$ cat config.mk
export PLATFORM = sky130hd
export DESIGN_NAME = pwm_duty_decoder
export DESIGN_NICKNAME = d
export VERILOG_FILES = /design/src/rtl/pwm_pkg.sv /design/src/rtl/pwm_serial_divider.sv /design/src/rtl/pwm_duty_decoder.sv
export SDC_FILE = /design/constraint.sdc
export NUM_CORES = 1
export LEC_CHECK = 0
export CAP_MARGIN = 20
export CORE_MARGIN = 5
export CORE_UTILIZATION = 30
export CTS_CLUSTER_DIAMETER = 40
export DETAILED_ROUTE_END_ITERATION = 8
export GPL_TIMING_DRIVEN = 0
export MAX_ROUTING_LAYER = met4
export PLACE_DENSITY = 0.56
export REMOVE_ABC_BUFFERS = 1
export SLEW_MARGIN = 20
export SYNTH_ARGS = -nofsm -noshare
export SYNTH_HDL_FRONTEND = slang
export SYNTH_SLANG_ARGS = --single-unit
$ cat constraint.sdc
create_clock -name clk -period 3.2 [get_ports clk]
set_input_delay 0.64 -clock clk [delete_from_list [all_inputs] [get_ports clk]]
set_output_delay 0.64 -clock clk [all_outputs]
set_load 0.05 [all_outputs]
$ cat src/rtl/pwm_pkg.sv
// ============================================================================
// Package : pwm_pkg
// Shared PWM link types, default widths and helpers.
// Rev     : 1.0
// ============================================================================
`default_nettype none

package pwm_pkg;

    localparam int DUTY_W_DEF = 8;
    localparam int CNT_W_DEF  = 16;

    typedef enum logic [0:0] {
        WAIT_RISE = 1'b0,
        MEASURE   = 1'b1
    } pwm_state_t;

    function automatic int unsigned duty_max(input int unsigned w);
        return (32'd1 << w) - 32'd1;
    endfunction

endpackage

`default_nettype wire

$ cat src/rtl/pwm_serial_divider.sv
// ============================================================================
// Module : pwm_serial_divider
// Restoring divider, one quotient bit per clk, MSB first; clamps on overflow.
// Rev    : 1.0
// ============================================================================
`default_nettype none

module pwm_serial_divider #(
    parameter int NUM_W = 24,
    parameter int DEN_W = 16,
    parameter int Q_W   = 8
) (
    input  logic             clk,
    input  logic             reset,
    input  logic             start,
    input  logic [NUM_W-1:0] num,
    input  logic [DEN_W-1:0] den,
    output logic             busy,
    output logic             done,
    output logic [Q_W-1:0]   quotient
);

    localparam int BITS_W = $clog2(Q_W + 1);

    logic [DEN_W-1:0]  r_rem;
    logic [DEN_W-1:0]  r_den;
    logic [Q_W-1:0]    r_low;
    logic [Q_W-1:0]    r_quo;
    logic [BITS_W-1:0] r_bitsLeft;
    logic              r_busy;
    logic              r_clamp;

    logic [DEN_W:0]    w_shifted;
    logic [DEN_W:0]    w_diff;
    logic              w_ge;
    logic              w_overflow;

    // The numerator's upper part must stay below den for the quotient to fit Q_W bits.
    assign w_overflow = (num[Q_W +: DEN_W] >= den);
    assign w_shifted  = {r_rem, r_low[Q_W-1]};
    assign w_ge       = (w_shifted >= {1'b0, r_den});
    assign w_diff     = w_shifted - {1'b0, r_den};

    always_ff @(posedge clk) begin
        if (reset) begin
            r_busy     <= 1'b0;
            r_clamp    <= 1'b0;
            r_bitsLeft <= '0;
            r_rem      <= '0;
            r_den      <= '0;
            r_low      <= '0;
            r_quo      <= '0;
        end else if (start && !r_busy) begin
            r_busy     <= 1'b1;
            r_clamp    <= w_overflow;
            r_bitsLeft <= BITS_W'(Q_W);
            r_rem      <= w_overflow ? '0 : num[Q_W +: DEN_W];
            r_den      <= den;
            r_low      <= num[Q_W-1:0];
            r_quo      <= '0;
        end else if (r_busy) begin
            if (r_bitsLeft != '0) begin
                r_rem      <= w_ge ? w_diff[DEN_W-1:0] : w_shifted[DEN_W-1:0];
                r_quo      <= (r_quo << 1) | Q_W'(w_ge);
                r_low      <= r_low << 1;
                r_bitsLeft <= r_bitsLeft - BITS_W'(1);
            end else begin
                r_busy <= 1'b0;
            end
        end
    end

    assign busy     = r_busy;
    assign done     = r_busy && (r_bitsLeft == '0);
    assign quotient = r_clamp ? '1 : r_quo;

endmodule

`default_nettype wire

$ cat src/rtl/pwm_duty_decoder.sv
// ============================================================================
// Module : pwm_duty_decoder
// Measures PWM high time and period in prescaled ticks; returns duty code.
// Rev    : 1.0
// ============================================================================
`default_nettype none

module pwm_duty_decoder
    import pwm_pkg::*;
#(
    parameter int CNT_W   = CNT_W_DEF,
    parameter int DUTY_W  = DUTY_W_DEF,
    parameter int TIMEOUT = (1 << CNT_W) - 1
) (
    input  logic              clk,
    input  logic              reset,
    input  logic              tick_en,
    input  logic              pwm_in,
    output logic [DUTY_W-1:0] duty,
    output logic              duty_valid,
    output logic              signal_lost,
    output logic              busy
);

    localparam logic [DUTY_W-1:0] c_dutyMax    = DUTY_W'(duty_max(DUTY_W));
    localparam logic [CNT_W-1:0]  c_timeoutPre = CNT_W'(TIMEOUT - 1);

    logic              r_sync1;
    logic              r_pwmS;
    logic              r_pwmQ;
    pwm_state_t        r_state;
    logic [CNT_W-1:0]  r_periodCnt;
    logic [CNT_W-1:0]  r_highCnt;
    logic [DUTY_W-1:0] r_duty;
    logic              r_dutyValid;
    logic              r_signalLost;

    pwm_state_t        w_stateNext;
    logic [CNT_W-1:0]  w_periodNext;
    logic [CNT_W-1:0]  w_highNext;
    logic [CNT_W-1:0]  w_periodTicked;
    logic [CNT_W-1:0]  w_highTicked;
    logic              w_rise;
    logic              w_timeoutHit;
    logic              w_timeoutTake;
    logic              w_divStart;
    logic              w_divBusy;
    logic              w_divDone;
    logic [DUTY_W-1:0] w_divQuo;

    always_ff @(posedge clk) begin
        if (reset) begin
            r_sync1 <= 1'b0;
            r_pwmS  <= 1'b0;
            r_pwmQ  <= 1'b0;
        end else begin
            r_sync1 <= pwm_in;
            r_pwmS  <= r_sync1;
            r_pwmQ  <= r_pwmS;
        end
    end

    assign w_rise = r_pwmS & ~r_pwmQ;

    // Tick-inclusive counts: the tick landing in the rise cycle belongs to the closing period.
    assign w_periodTicked = (tick_en && (r_periodCnt != '1)) ? r_periodCnt + CNT_W'(1) : r_periodCnt;
    assign w_highTicked   = (tick_en && r_pwmS && (r_highCnt != '1)) ? r_highCnt + CNT_W'(1) : r_highCnt;
    assign w_timeoutHit   = tick_en && (r_periodCnt >= c_timeoutPre);

    always_ff @(posedge clk) begin
        if (reset) begin
            r_state     <= WAIT_RISE;
            r_periodCnt <= '0;
            r_highCnt   <= '0;
        end else begin
            r_state     <= w_stateNext;
            r_periodCnt <= w_periodNext;
            r_highCnt   <= w_highNext;
        end
    end

    always_comb begin
        w_stateNext   = r_state;
        w_periodNext  = r_periodCnt;
        w_highNext    = r_highCnt;
        w_divStart    = 1'b0;
        w_timeoutTake = 1'b0;
        case (r_state)
            WAIT_RISE: begin
                w_periodNext = '0;
                w_highNext   = '0;
                if (w_rise) begin
                    w_stateNext = MEASURE;
                end
            end
            MEASURE: begin
                w_periodNext = w_periodTicked;
                w_highNext   = w_highTicked;
                if (w_rise && (r_periodCnt != '0)) begin
                    // A rise during a divide drops the period; either way a new one starts.
                    w_periodNext = '0;
                    w_highNext   = '0;
                    w_divStart   = !w_divBusy;
                end else if (w_timeoutHit && !w_divDone && !r_dutyValid) begin
                    w_timeoutTake = 1'b1;
                    w_stateNext   = WAIT_RISE;
                    w_periodNext  = '0;
                    w_highNext    = '0;
                end
            end
            default: begin
                w_stateNext = WAIT_RISE;
            end
        endcase
    end

    pwm_serial_divider #(
        .NUM_W (CNT_W + DUTY_W),
        .DEN_W (CNT_W),
        .Q_W   (DUTY_W)
    ) u_divider (
        .clk      (clk),
        .reset    (reset),
        .start    (w_divStart),
        .num      ({w_highTicked, {DUTY_W{1'b0}}}),
        .den      (w_periodTicked),
        .busy     (w_divBusy),
        .done     (w_divDone),
        .quotient (w_divQuo)
    );

    always_ff @(posedge clk) begin
        if (reset) begin
            r_duty       <= '0;
            r_dutyValid  <= 1'b0;
            r_signalLost <= 1'b1;
        end else begin
            r_dutyValid <= 1'b0;
            if (w_divDone) begin
                r_duty       <= w_divQuo;
                r_dutyValid  <= 1'b1;
                r_signalLost <= 1'b0;
            end else if (w_timeoutTake) begin
                r_duty       <= r_pwmS ? c_dutyMax : '0;
                r_dutyValid  <= 1'b1;
                r_signalLost <= 1'b1;
            end
        end
    end

    assign duty        = r_duty;
    assign duty_valid  = r_dutyValid;
    assign signal_lost = r_signalLost;
    assign busy        = w_divBusy;

endmodule

`default_nettype wire

==> impl_metrics.ini, run 1 <==
[status]
status = complete, but fails checks
violations = negative setup slack

[cells_and_area]
drive_above_1_share_pct = 20.86
most-common-layout-cells = 77 x dfxtp_1, 62 x nor2_1, 60 x nand2_1
multiInputGateArea_um2 = 3533
area_growth_pct = 24.17
nets = 710
final_common_cell = dfxtp_1
fill_cells = 1728
fin_util_pct = 37.70
finish.instance_area_um2 = 6499
ff_latch_area_um2 = 1871
num_antenna_cells = 0

[synthesis]
synth_area_um2 = 5234
synthArstFlopShare_pct = 0
synth_top_family_by_area = simple AND/OR/NAND/NOR gates
syn-instance-count = 635
yosysSeqAreaShare_pct = 35.19
yosys.area_share.simple_pct = 23.52
synth-edff-count = 0
synthXorXnorAreaFrac_pct = 6.359
synth-seq-cells = 92
ys.flop_type = dfxtp_1
yosysUniqueCellTypes = 65
synth.area.mux_share_pct = 2.534
synth.avg_cell_area_um2 = 8.242
synth_adder_area_share_pct = 9.467
synth-compound-area-share_pct = 18.34
yosys_warnings = 0

[route]
viasPerCell = 5.026
ant_nets = 0
routed_wirelength_um = 13390
wl_per_cell_um = 14.94
drc_errors = 0
dr_total_vias = 4503
drtIter0Drc = 272
dr.pass1.iters = 5

[power_and_ir_drop]
power_mw = 2.247
seqPwrFrac_pct = 51.0
p_switching_mw = 0.4568
leakagePower_nw = 2.435
clockPowerShare_pct = 46.1
p_comb_share_pct = 2.9
switching_share_pct = 20.33
power_density_nw_per_um2 = 345.7
intPower_mw = 1.790
ir_drop_uv = 299.9

[timing]
fin_crit_ns = 3.275
slew_headroom_pct = 38.14
finalCritPeriodShare_pct = 102.3
clock.fmax_mhz = 305.3
hold_viol_final = 0
setup_violations = 10
hold-worst-slack_ns = 0.4435
clock_skew_ns = 0.006248
worstMarginPinSlew_ns = 0.9279
rsz0062_at_grt = yes
final-max-slew-violation-count = 0
worst_slack_ns = -0.07499

[run]
drv_cap = 0

[grt]
grt_pass1_wl_um = 22040
grt_usage_pct = 13.86
overflow = 0
grt_max_degree = 39
grt_pass1_vias = 4216
antenna_found_initial = 0

[floorplanning]
initial_core_util_pct = 30.36
pin_count = 15
die-area_um2 = 20190
coreArea_um2 = 17240
fp-row-count = 48
die_x_um = 142.1
fp.dieH_um = 142.1

[critical_path]
crit_type = reg2reg
cp_max_fo = 8
endpoint_kind = flip-flop
startpoint_type = flip-flop
required_ns = 3.48
arrival_ns = 3.56

[clock_network]
numCtsBuffers = 9
path_clk_slew_ns = 0.06
clk_path_buf_depth = 2
clkLatencyLatePin_ns = 0.34
cts_root_buffer = clkbuf_16
cts_tree = built
cts-htree-levels = 3
hold_buffers = 0
clock-sinks = 92

[placement]
placed_area_um2 = 5587
dp_hpwl_um = 9530
place.gp.congestion = 0.8187
io_buffers = 14

[hold_path]
hold_path_class = reg2reg
## Yosys cell counts, types with 17 or more instances
cell	count	area, um^2
dfxtp_1	92	1842
ha_1	38	475.5
nor2_1	66	247.7
a211oi_1	19	142.6
xnor2_1	25	219.0
inv_1	35	131.4
nand3_1	28	140.1
nor2b_1	17	106.4
nand2_1	61	229.0
a21oi_1	47	235.2
clkbuf_1	21	78.83
o21ai_0	29	145.1
## what timing repair did
item / 4_1_cts / 5_1_grt
gates resized for setup: 81 / 20
buffers inserted: 21 / 9
cloned: 1 / 0
setup endpoints to repair: 17 / 17
pin swaps: 31 / 25
## power by group through the flow
stage	Sequential (mW)	Combinational, mW	Clock (mW)
2_1_floorplan	1.17	0.0267	0
3_3_place_gp	1.18	0.0489	0
3_5_place_dp	1.18	0.0503	0
4_1_cts	1.15	0.0595	1.07
5_1_grt	1.15	0.0715	1.11
6_report	1.15	0.0652	1.04
## metal layers
metal / wire length (um) / global-route usage, % / vias to the layer above
met5: 0 / - / -
met4: 186 / 5.303 / 0
met3: 436 / 1.512 / 15
met2: 5995 / 20.22 / 84
met1: 6770 / 19.67 / 2092
li1: - / - / 2312
## final cells by class
type | count | share of cell area [%]
flip-flops and latches | 92 | 28.78
well taps | 225 | 4.332
clock buffers | 13 | 3.851
clock inverters | 2 | 0.5391
repair buffers | 47 | 6.103
inverters | 35 | 2.022
multi-input cells | 482 | 54.37
## flip-flops by register name, indices dropped and copies added, names as in the netlist, 4 cells and up
name                  count
duty                      8
u_divider.r_den          16
r_highCnt                16
u_divider.r_bitsLeft      4
r_periodCnt              16
u_divider.r_quo           8
u_divider.r_rem          16
## through the flow
stage,setup WS (ns),instances,setup TNS [ns]
3_3_place_gp,-1.474,847,-61.35
2_1_floorplan,-0.04733,608,-0.09593
3_5_place_dp,-1.479,850,-20.65
5_1_grt,-0.2147,896,-2.791
6_report,-0.07499,896,-0.2635
4_1_cts,-0.08314,887,-0.08314
## cell families (layout without fill, tap and decap cells)
group           count (synthesis)  after routing
fa+ha+maj                      39             39
flops                          92             92
simple gates                  244            245
compound gates                147            147
mux                            13             13
xor+xnor                       38             38
buf+inv                        62             97
## worst max-delay path, stage by stage (launching register included)
cell and delay, ns:
dfxtp_4 0.37, and4_4 0.18, and4_4 0.22, a41oi_4 0.24, and3_4 0.27, nand3_2 0.12
xor2_2 0.19, ha_1 0.29, a21oi_1 0.16, o21ai_2 0.09, a221oi_4 0.33, o21ai_4 0.16
or3_4 0.35, a21oi_2 0.12, a211o_1 0.12
## path summary, 6_finish.rpt
kind / startpoint / endpoint / slack [ns] / depth (start not counted)
worst max-delay path: r_periodCnt[9] / u_divider.r_rem[13] / -0.07 / 14
worst min-delay path: r_sync1 / r_pwmS / 0.44 / 1
worst max register to register: r_periodCnt[9] / u_divider.r_rem[13] / -0.07 / 14
worst min register to register: r_sync1 / r_pwmS / 0.44 / 1
(Power assumes the default switching activity.)
==> run 2: changes to the inputs <==
--- a/config.mk
+++ b/config.mk
@@ -18,3 +18,4 @@
 export SYNTH_ARGS = -nofsm -noshare
 export SYNTH_HDL_FRONTEND = slang
 export SYNTH_SLANG_ARGS = --single-unit
+export TNS_END_PERCENT = 10
==> run 2 against run 1 <==
Critical endpoint unchanged. Routed wire length down 0.48%. Final area down 1.3%. Final cell count decreased by 0.78%. Largest cell class unchanged. Worst setup slack worse by 0.0095 ns. Utilization down 0.49 points. The flow still finishes with violations (negative setup slack). Highest routed layer unchanged.
==> impl_metrics.ini, run 2 (synthesis gave the netlist of run 1 again) <==
[route]
wl_met1_um = 6765
dr.pass1.iters = 5
viasPerCell = 5.017
dr_total_vias = 4460
routed-wl-met3_um = 387
top_layer = met4
drc_errors = 0
routed_wirelength_um = 13320
drtIter0Drc = 270
wl_per_cell_um = 14.99
ant_nets = 0
dr_wl_met2_um = 6013

[power_and_ir_drop]
leakagePower_nw = 2.406
power_mw = 2.243
power_density_nw_per_um2 = 349.6
ir_drop_uv = 299.1

[clock_network]
clock-sinks = 92
cts_tree = built
cts-htree-levels = 3
clkLatencyLatePin_ns = 0.34
hold_buffers = 0
numCtsBuffers = 9
path_clk_slew_ns = 0.06
cts_root_buffer = clkbuf_16
clk_path_buf_depth = 2

[timing]
worst_slack_ns = -0.08450
rsz0062_at_grt = yes
hold-worst-slack_ns = 0.4434
hold_viol_final = 0
clock.fmax_mhz = 304.5
finalCritPeriodShare_pct = 102.6
fin_crit_ns = 3.284
slew_headroom_pct = 38.59
clock_skew_ns = 0.009344
worstMarginPinSlew_ns = 0.9212
setup_violations = 10
final-max-slew-violation-count = 0

[critical_path]
ff2ff_path_depth = 14
r2r_start = r_periodCnt[9]
required_ns = 3.48
crit_type = reg2reg
r2r_slack_ns = -0.08
r2r_end = u_divider.r_rem[13]
slowest_stage = dfxtp_4
startpoint_type = flip-flop
cp_max_fo = 8
arrival_ns = 3.57
crit_buf_inv = 0
cpPeakStageDelay_ns = 0.37
endpoint_kind = flip-flop
crit_family = compound AO/OA/AOI/OAI gates
crit_chain = and4_4 > and4_4 > a41oi_4 > and3_4 > nand3_2 > xor2_2 > ha_1 > a21oi_1 > o21ai_2 > a221oi_4 > o21ai_4 > or3_4 > a21oi_2 > a211o_1
cp_common_cell = and4_4

[cells_and_area]
drive_above_1_share_pct = 19.13
area_growth_pct = 22.57
nets = 703
finish.instance_area_um2 = 6415
final_cells = 889
num_antenna_cells = 0
fill_cells = 1730
final_common_cell = dfxtp_1
most-common-layout-cells = 77 x dfxtp_1, 62 x nor2_1, 61 x nand2_1

[floorplanning]
die-area_um2 = 20190
fp.dieH_um = 142.1
die_x_um = 142.1
initial_core_util_pct = 30.36
pin_count = 15
coreArea_um2 = 17240
fp-row-count = 48

[grt]
grt_max_degree = 39
antenna_found_initial = 0
grt_pass1_vias = 4216
grt_usage_pct = 13.86
grt_pass1_wl_um = 22040
overflow = 0

[placement]
place_inst = 850
place.gp.congestion = 0.8187
io_buffers = 14
dp_hpwl_um = 9530
placed_area_um2 = 5587

[hold_path]
hold_path_depth = 1
whs_endpoint = r_pwmS
hold_path_class = reg2reg
hp-start = r_sync1

[run]
drv_cap = 0

[status]
status = complete, but fails checks
violations = negative setup slack
run 2: cell count changes in the layout (fill, tap and decap cells not counted), sizes merged:
cell  before  now
buf       35   28
run 2: where the power goes:
group / internal (mW) / switching (mW)
combinational: 0.0209 / 0.0398
clock: 0.622 / 0.414
sequential: 1.14 / 0.00206
total: 1.79 / 0.456
run 2: cell type report:
| class | instances | area (um^2) | area share (%) |
|---|---|---|---|
| tap | 225 | 281.5 | 4.389 |
| multi-input combinational | 482 | 3502 | 54.59 |
| clock inverter | 2 | 35.03 | 0.5461 |
| clock buffer | 13 | 250.2 | 3.901 |
| timing repair buffer | 40 | 344.1 | 5.364 |
| sequential | 92 | 1871 | 29.16 |
| inverter | 35 | 131.4 | 2.048 |
run 2: per-layer routing:
metal	vias up	GRT usage [%]
li1	2294	-
met1	2079	19.67
met2	74	20.22
met3	13	1.512
met4	0	5.303
met5	-	-
run 2: how the worst max path moves through the flow:
stage / from / endpoint / slack, ns / cells after the start
final: r_periodCnt[9] / u_divider.r_rem[13] / -0.08 / 14
after global routing: r_periodCnt[9] / u_divider.r_rem[15] / -0.22 / 14
after CTS: r_periodCnt[2] / u_divider.r_rem[13] / -0.08 / 14
after floorplan: r_periodCnt[2] / u_divider.r_rem[8] / -0.05 / 14
after detailed placement: tick_en / u_divider.r_rem[8] / -1.48 / 15
after global placement: tick_en / u_divider.r_rem[9] / -1.47 / 15
run 2: per-stage QoR:
step	setup TNS, ns	worst slack [ns]	util, %
6_report	-0.3799	-0.08450	37.22
4_1_cts	-0.08314	-0.08314	36.82
3_5_place_dp	-20.65	-1.479	32.41
3_3_place_gp	-61.35	-1.474	32.18
2_1_floorplan	-0.09593	-0.04733	-
5_1_grt	-2.955	-0.2186	37.22
run 2: timing repair:
item / in CTS / in global routing
resized for setup: 81 / 12
setup endpoints to repair: 17 / 17
hold endpoints to repair: 0 / 0
pin swaps: 31 / 21
cloned: 1 / 0
setup buffers: 21 / 2
